--- src/rtl/mc_main_controller.sv ---
// Multi-cycle datapath main controller: fetch/decode/execute/memory/writeback FSM
// with a bounded memory-wait watchdog. Optional retire counter under MC_RETIRE_COUNT_EN.
module mc_main_controller #(
    parameter int WAIT_MAX = 15,
    parameter int CW       = 4
) (
    input  logic       clk,
    input  logic       rst,
    input  logic [2:0] opcode,
    input  logic       zero,
    input  logic       notnoop,
    input  logic       mem_ready,
    output logic       pc_write,
    output logic [1:0] pc_src,
    output logic       i_or_d,
    output logic       mem_read,
    output logic       mem_write,
    output logic       ir_write,
    output logic       reg_write,
    output logic       mem_to_reg,
    output logic       alu_src_a,
    output logic [1:0] alu_src_b,
    output logic [2:0] alu_op,
    output logic       err
`ifdef MC_RETIRE_COUNT_EN
    ,
    output logic [15:0] retired
`endif
);

    typedef enum logic [3:0] {
        FETCH, DECODE, EX_R, WB_R, EX_I, WB_I, MEM_ADDR,
        MEM_RD, MEM_WB, MEM_WR, JUMP, BRZ, ERR
    } state_t;

    localparam logic [2:0] OP_R     = 3'b000;
    localparam logic [2:0] OP_ADDI  = 3'b001;
    localparam logic [2:0] OP_ANDI  = 3'b010;
    localparam logic [2:0] OP_ORI   = 3'b011;
    localparam logic [2:0] OP_LOAD  = 3'b100;
    localparam logic [2:0] OP_STORE = 3'b101;
    localparam logic [2:0] OP_JMP   = 3'b110;
    localparam logic [2:0] OP_JZ    = 3'b111;

    localparam logic [CW-1:0] WAIT_LIM = CW'(WAIT_MAX);

    state_t        state_q, state_d;
    logic [CW-1:0] cnt_q, cnt_d;
    logic [2:0]    opc_q, opc_d;
    logic          wait_st;

    always_ff @(posedge clk or negedge rst) begin
        if (!rst) begin
            state_q <= FETCH;
            cnt_q   <= '0;
            opc_q   <= '0;
        end else begin
            state_q <= state_d;
            cnt_q   <= cnt_d;
            opc_q   <= opc_d;
        end
    end

    always_comb begin
        state_d    = state_q;
        cnt_d      = cnt_q;
        opc_d      = opc_q;
        pc_write   = 1'b0;
        pc_src     = 2'b00;
        i_or_d     = 1'b0;
        mem_read   = 1'b0;
        mem_write  = 1'b0;
        ir_write   = 1'b0;
        reg_write  = 1'b0;
        mem_to_reg = 1'b0;
        alu_src_a  = 1'b0;
        alu_src_b  = 2'b00;
        alu_op     = 3'b000;
        err        = 1'b0;
        wait_st    = 1'b0;

        case (state_q)
            FETCH: begin
                wait_st   = 1'b1;
                mem_read  = 1'b1;
                alu_src_b = 2'b01;
                if (mem_ready) begin
                    ir_write = 1'b1;
                    pc_write = 1'b1;
                    state_d  = DECODE;
                end
            end
            DECODE: begin
                opc_d = opcode;
                case (opcode)
                    OP_R:                      state_d = EX_R;
                    OP_ADDI, OP_ANDI, OP_ORI:  state_d = EX_I;
                    OP_LOAD, OP_STORE:         state_d = MEM_ADDR;
                    OP_JMP:                    state_d = JUMP;
                    default:                   state_d = BRZ;
                endcase
            end
            EX_R: begin
                alu_src_a = 1'b1;
                alu_op    = 3'b010;
                state_d   = WB_R;
            end
            WB_R: begin
                reg_write = notnoop;
                state_d   = FETCH;
            end
            EX_I: begin
                alu_src_a = 1'b1;
                alu_src_b = 2'b10;
                case (opc_q)
                    OP_ANDI: alu_op = 3'b011;
                    OP_ORI:  alu_op = 3'b100;
                    default: alu_op = 3'b000;
                endcase
                state_d = WB_I;
            end
            WB_I: begin
                reg_write = 1'b1;
                state_d   = FETCH;
            end
            MEM_ADDR: begin
                alu_src_a = 1'b1;
                alu_src_b = 2'b10;
                state_d   = (opc_q == OP_STORE) ? MEM_WR : MEM_RD;
            end
            MEM_RD: begin
                wait_st  = 1'b1;
                mem_read = 1'b1;
                i_or_d   = 1'b1;
                if (mem_ready) state_d = MEM_WB;
            end
            MEM_WB: begin
                reg_write  = 1'b1;
                mem_to_reg = 1'b1;
                state_d    = FETCH;
            end
            MEM_WR: begin
                wait_st   = 1'b1;
                mem_write = 1'b1;
                i_or_d    = 1'b1;
                if (mem_ready) state_d = FETCH;
            end
            JUMP: begin
                pc_write = 1'b1;
                pc_src   = 2'b01;
                state_d  = FETCH;
            end
            BRZ: begin
                alu_src_a = 1'b1;
                alu_op    = 3'b001;
                pc_src    = 2'b10;
                pc_write  = zero;
                state_d   = FETCH;
            end
            default: begin
                err     = 1'b1;
                state_d = ERR;
            end
        endcase

        // Watchdog: a full count with the memory still stalled escalates to ERR.
        if (wait_st && !mem_ready) begin
            if (cnt_q == WAIT_LIM) state_d = ERR;
            else                   cnt_d   = cnt_q + CW'(1);
        end
        if (state_d != state_q &&
            (state_d == FETCH || state_d == MEM_RD || state_d == MEM_WR)) begin
            cnt_d = '0;
        end

        // Outputs are forced idle for the whole reset assertion, not only after the edge.
        if (!rst) begin
            pc_write   = 1'b0;
            pc_src     = 2'b00;
            i_or_d     = 1'b0;
            mem_read   = 1'b0;
            mem_write  = 1'b0;
            ir_write   = 1'b0;
            reg_write  = 1'b0;
            mem_to_reg = 1'b0;
            alu_src_a  = 1'b0;
            alu_src_b  = 2'b00;
            alu_op     = 3'b000;
            err        = 1'b0;
        end
    end

`ifdef MC_RETIRE_COUNT_EN
    logic [15:0] retired_q, retired_d;

    always_comb begin
        retired_d = retired_q;
        if (state_d == FETCH && state_q != FETCH && state_q != ERR) begin
            retired_d = retired_q + 16'd1;
        end
    end

    always_ff @(posedge clk or negedge rst) begin
        if (!rst) retired_q <= '0;
        else      retired_q <= retired_d;
    end

    assign retired = retired_q;
`endif

endmodule

--- config.mk ---
export PLATFORM = sky130hd
export DESIGN_NAME = mc_main_controller
export DESIGN_NICKNAME = d
export VERILOG_FILES = /design/src/rtl/mc_main_controller.sv
export SDC_FILE = /design/constraint.sdc
export NUM_CORES = 1
export LEC_CHECK = 0
export CORE_MARGIN = 2
export CORE_UTILIZATION = 46
export DETAILED_ROUTE_END_ITERATION = 12
export GPL_ROUTABILITY_DRIVEN = 1
export PLACE_DENSITY = 0.82
export SYNTH_ARGS = -nofsm -noshare
export SYNTH_HDL_FRONTEND = slang
export SYNTH_SLANG_ARGS = --single-unit
--- constraint.sdc ---
create_clock -name clk -period 1.9 [get_ports clk]
set_clock_uncertainty 0.15 [all_clocks]
set_input_delay 0.38 -clock clk [delete_from_list [all_inputs] [get_ports clk]]
set_output_delay 0.38 -clock clk [all_outputs]
set_load 0.005 [all_outputs]
**Yosys cells after proc, flatten, opt, wreduce, memory -nomap -nowiden**

Cells that the tools add are included.

- Bits in registers: 11
- Logic and storage cells: 87

- Add/sub/neg operators: 1
- Equal/unequal tests: 25
- Muxes and demuxes: 38
- Reduce and logical (&&, ||, !) cells: 20

Operators with widths:

| cell | count |
|---|---|
| two-way mux 4 bit | 9 |
| one-hot mux 4 bit (8 select lines) | 1 |
| == test 4 bit (second input constant) | 6 |
| == test 4 x 3 -> 1 bit (second input constant) | 5 |
| two-way mux 1 bit | 18 |
| one-hot mux 4 bit (4 select lines) | 1 |
| == test 3 x 2 -> 1 bit (second input constant) | 4 |
| == test 3 bit (second input constant) | 4 |
| OR reduction 12 bit | 1 |
| OR reduction 2 bit | 5 |
| one-hot mux 3 bit (3 select lines) | 1 |
| == test 4 x 2 -> 1 bit (second input constant) | 2 |
| zero test 4 bit | 2 |
| one-hot mux 2 bit (2 select lines) | 2 |
| one-hot mux 3 bit (2 select lines) | 1 |
| OR reduction 3 bit | 2 |
| OR reduction 5 bit | 1 |
| adder 4 x 1 -> 4 bit (second input constant) | 1 |
| == test 4 x 1 -> 1 bit (second input constant) | 1 |
| two-way mux 2 bit | 2 |
| inequality test 4 bit | 1 |
| OR reduction 4 bit | 1 |
| == test 3 x 1 -> 1 bit (second input constant) | 1 |
| zero test 3 bit | 1 |
| other kinds (9) | 11 |

**Depth between registers and ports, before layout**

- Depth after elaboration: 12
- Mapped depth: 8
- Depth with buffers taken out: 6

**Worst setup path after synthesis**

No wires, ideal clock.

- Path kind: reg-to-output
- From: register state_q[1]
- To: output alu_op[1]
- Arrival: 1.453 ns
- Required time: 1.370 ns
- Path slack: -0.083 ns
- Stages on the path, launching flop included: 8
- Path buffers: 3
- Cells stage by stage: dfrtp_1 > buf_6 > buf_6 > clkbuf_1 > nor3b_1 > nor2b_1 > a21oi_1 > nor3_1

- Longest elaborated chain between the ends: 3
- Elaborated cells between the ends (all ways): 5
- Classes of those cells: eq/ne (3); mux (2)

Ends and longest elaborated chain:

| item | line | RTL |
|---|---|---|
| start: declaration | 47 | `state_t state_q, state_d;` |
| start signal: assignment | 58 | `state_q <= state_d;` |
| == test 4 bit, or another cell as far along | 82 | `case (state_q)` |
| one-hot mux 3 bit (3 select lines) (*) | 82 |  |
| two-way mux 3 bit (*) | 177 | `if (!rst) begin` |
| end: declaration | 23 | `output logic [2:0] alu_op,` |

Every way passes the cells marked *; elsewhere a longest branch is shown, timed or not.

**Final worst setup path**

- From: register state_q[1]
- To: register cnt_q[0]

- Longest elaborated chain between the ends: 11
- Elaborated cells between the ends (all ways): 33
- Classes of those cells: eq/ne (15); mux (8); reduce/logical (10)

Ends and longest elaborated chain:

| item | line | RTL |
|---|---|---|
| == test 4 bit, or another cell as far along | 82 |  |
| OR reduction 5 bit (no line) or OR reduction 3 bit (tied branches) | n/a |  |
| one-hot mux 4 bit (8 select lines) or two-way mux 1 bit (tied branches) | 82 |  |
| two-way mux 4 bit or logical AND 1 bit (tied branches) | 168, 167 |  |
| two-way mux 4 bit | 167 | `if (wait_st && !mem_ready) begin` |
| == test 4 x 3 -> 1 bit or zero test 4 bit (tied branches) | 172 | `(state_d == FETCH \|\| state_d == MEM_RD \|\| state_d == MEM_WR)) begin` |
| logical OR 1 bit (2 in a row) | 172 |  |
| logical AND 1 bit | 171 | `if (state_d != state_q &&` |
| inequality test 2 x 1 -> 1 bit (no line) or nonzero test 2 bit (tied branches) | n/a |  |
| AND reduction 2 bit (no line) | n/a |  |
| end signal: assignment | 59 | `cnt_q <= cnt_d;` |
| end: declaration | 48 | `logic [CW-1:0] cnt_q, cnt_d;` |

Several ways; a longest one is shown, not always the timed one.
A chain may end at the register's enable or synchronous reset.

==> results.yml <==
status:
  status: "complete, but fails checks"
  violations: "setup timing"
global_routing:
  grt-ovfl-total: 0
  grt_first_pass_wirelength_um: 7270
  first_global_vias: 1516
  track_usage: 0.353
  antenna_found_initial: 0
  grt_max_degree: 21
worst_setup_path:
  cp-end-kind: "register"
  cp.arrival_ps: 2320
  r2r-start: "state_q[1]"
  cp.required_ps: 1900
  rrSetupSlack_ps: -420
  path_max_fanout: 5
  startpoint_type: "register"
  r2r-end: "cnt_q[0]"
  critPathKind: "reg2reg"
  reg2reg_depth: 9
synthesis:
  synth-simple-area-share: 0.349
  syn-num-nets: 151
  synthAdderAreaFrac: 0.0105
  ys.flop_type: "dfrtp_1"
  synth_top_family_by_area: "simple AND/OR/NAND/NOR gates"
  syn_avg_cell_area_sq_um: 8.37
  yosysWarnings: 0
  yosys-top-cells-area: "dfrtp_1 (23%), a21oi_1 (5.5%), nor3_1 (3.8%), nor2_1 (3.8%), o21ai_0 (2.9%)"
  synth_edf_count: 0
  ys_seq_elements: 11
  synth_cells: 142
  synth.area.mux_share: 0.0368
  ys_types: 60
  async_flop_share: 1.00
  yosysTopAreaCell: "dfrtp_1"
  synth_compound_area_frac: 0.283
  synth_top_area_share: 0.232
  synth_area_sq_um: 1190
  synth-seq-area-share: 0.232
  synthXorXnorAreaFrac: 0.0147
routing:
  routed_wl_um: 5920
  num_vias: 1642
  routedWlPerCell_um: 23.0
  drc_errors: 0
  drt_iter0_markers: 64
  viasPerCell: 6.39
  dr.pass1.iters: 5
  drtAntennaViolNets: 0
clock_network:
  clkSinkCount: 11
  clock_latency_ps: 280
  hold_buffers: 0
  root_buffer: "clkbuf_4"
  path_clk_slew_ps: 70
  cts_max_level: 1
  clockBufferDepth: 2
  cts_buffers: 3
  cts_tree: "done"
layout:
  nFillCells: 86
  drive_gt1_frac: 0.634
  nets: 237
  final_cells: 257
  fin_util: 0.925
  diodes: 0
  area_growth_pct: 90.9
floorplan:
  ios: 24
  start_util: 0.484
  die-area_sq_um: 3010
  die_h_um: 54.8
  row_count: 18
  die_w_um: 54.8
  core_area_sq_um: 2450
timing:
  fin_crit_sh: 1.22
  setup_ws_ps: -417
  holdWs_ps: 196
  period_minus_slack_ps: 2320
  hold_viol: 0
  relSlewSlack: 0.686
  rsz0062_at_grt: "true"
  fin_setup_tns_ps: -5290
  clock.fmax_mhz: 432
  slew_violations: 0
  worstMarginPinSlew_ps: 466
  setup_viol: 23
placed_design:
  dp_hpwl_um: 2590
  place.gp.congestion: 0.855
  placed_cells: 220
  portBuffers: 23
power:
  leakage_nw: 1.01
  peakVddDrop_mv: 0.417
  powerDensity_nw_per_um2: 206
min_path:
  min_path_type: "in2async"
job:
  maxCapViolCount: 0
## worst max path at each step
stage / from / end / slack [ps] / depth (start not counted)
5_1_grt: state_q[1] / cnt_q[2] / -490 / 9
3_5_place_dp: rst / alu_op[2] / -630 / 5
3_3_place_gp: mem_ready / cnt_q[2] / -610 / 9
6_report: state_q[1] / cnt_q[0] / -420 / 9
2_1_floorplan: state_q[1] / cnt_q[2] / -40 / 7
4_1_cts: state_q[2] / cnt_q[0] / -310 / 8
## critical path, stage by stage (launching register included)
cell and delay (ps):
dfrtp_2 490, buf_12 160, buf_4 150, nand2_4 100, buf_4 140, nor3_2 80, a311oi_4 320, nand2_2 130
o31ai_4 350, a21oi_1 120
## report_power, final
group / leakage, nW / switching [mW] / total, mW / internal [mW]
Sequential: 0.139 / 0.00147 / 0.236 / 0.235
Clock: 0.0150 / 0.0856 / 0.167 / 0.0816
Combinational: 0.861 / 0.0333 / 0.0651 / 0.0318
## per-layer routing
metal,part of all wire,GRT usage,up-vias
met2,0.49,0.611,113
met3,0.083,0.0355,36
met5,0,0,-
li1,-,-,704
met4,0.061,0.192,0
met1,0.37,0.422,789
## cell usage in the layout (no fill, tap or decap), types with 5 or more instances in the layout
master / Yosys / routed
a21oi_1: 13 / 7
a21oi_2: 0 / 6
and3_1: 5 / 5
buf_2: 4 / 15
buf_4: 2 / 42
buf_6: 3 / 25
dfrtp_1: 11 / 8
nor2_1: 12 / 8
nor3_2: 0 / 5
## repair_timing
action / 4_1_cts / 5_1_grt
resized for setup: 122 / 33
endpoints found under the hold margin: 0 / 0
buffers inserted: 32 / 4
pin swaps: 35 / 15
setup endpoints to repair: 24 / 25
## synthesized netlist by cell type (2+ instances only)
master and instances:
nor2_1 12, a21oi_1 13, nor2b_1 3, buf_6 3, clkbuf_1 3, nand2_1 7
buf_2 4, mux2_2 3, or3_1 2, o21ai_0 7, nand2b_1 5, and3b_1 2
and2_1 2, and3_1 5, nor3_1 9, dfrtp_1 11, o31ai_1 3, buf_4 2
nand3_1 5
## metrics by stage
stage | power, mW | instance area, sq um | setup slack [ps]
finish | 0.469 | 2270 | -417
global route | 0.481 | 2270 | -493
CTS | 0.462 | 2110 | -306
detailed placement | 0.292 | 1710 | -625
global placement | 0.290 | 1710 | -612
floorplan | 0.252 | 1210 | -39.5
## sequential cells by signal (all words and copies together), names as in the netlist
register,flops
opc_q,3
cnt_q,4
state_q,4
## kinds of logic (layout without fill, tap and decap cells)
kind of cell,count (synthesis),count (layout)
fa+ha+maj,1,1
flops,11,11
compound gates,43,43
buf+inv,14,99
simple gates,67,67
mux,4,4
xor+xnor,2,2
## area by class of cell
type	count	area (sq um)	area share
inverters	2	17.5	0.00772
clock buffers	4	26.3	0.0116
flip-flops and latches	11	279	0.123
well taps	30	37.5	0.0165
repair buffers	93	812	0.358
multi-input cells	117	1100	0.483
No activity file was read; power rests on OpenSTA's default activity.
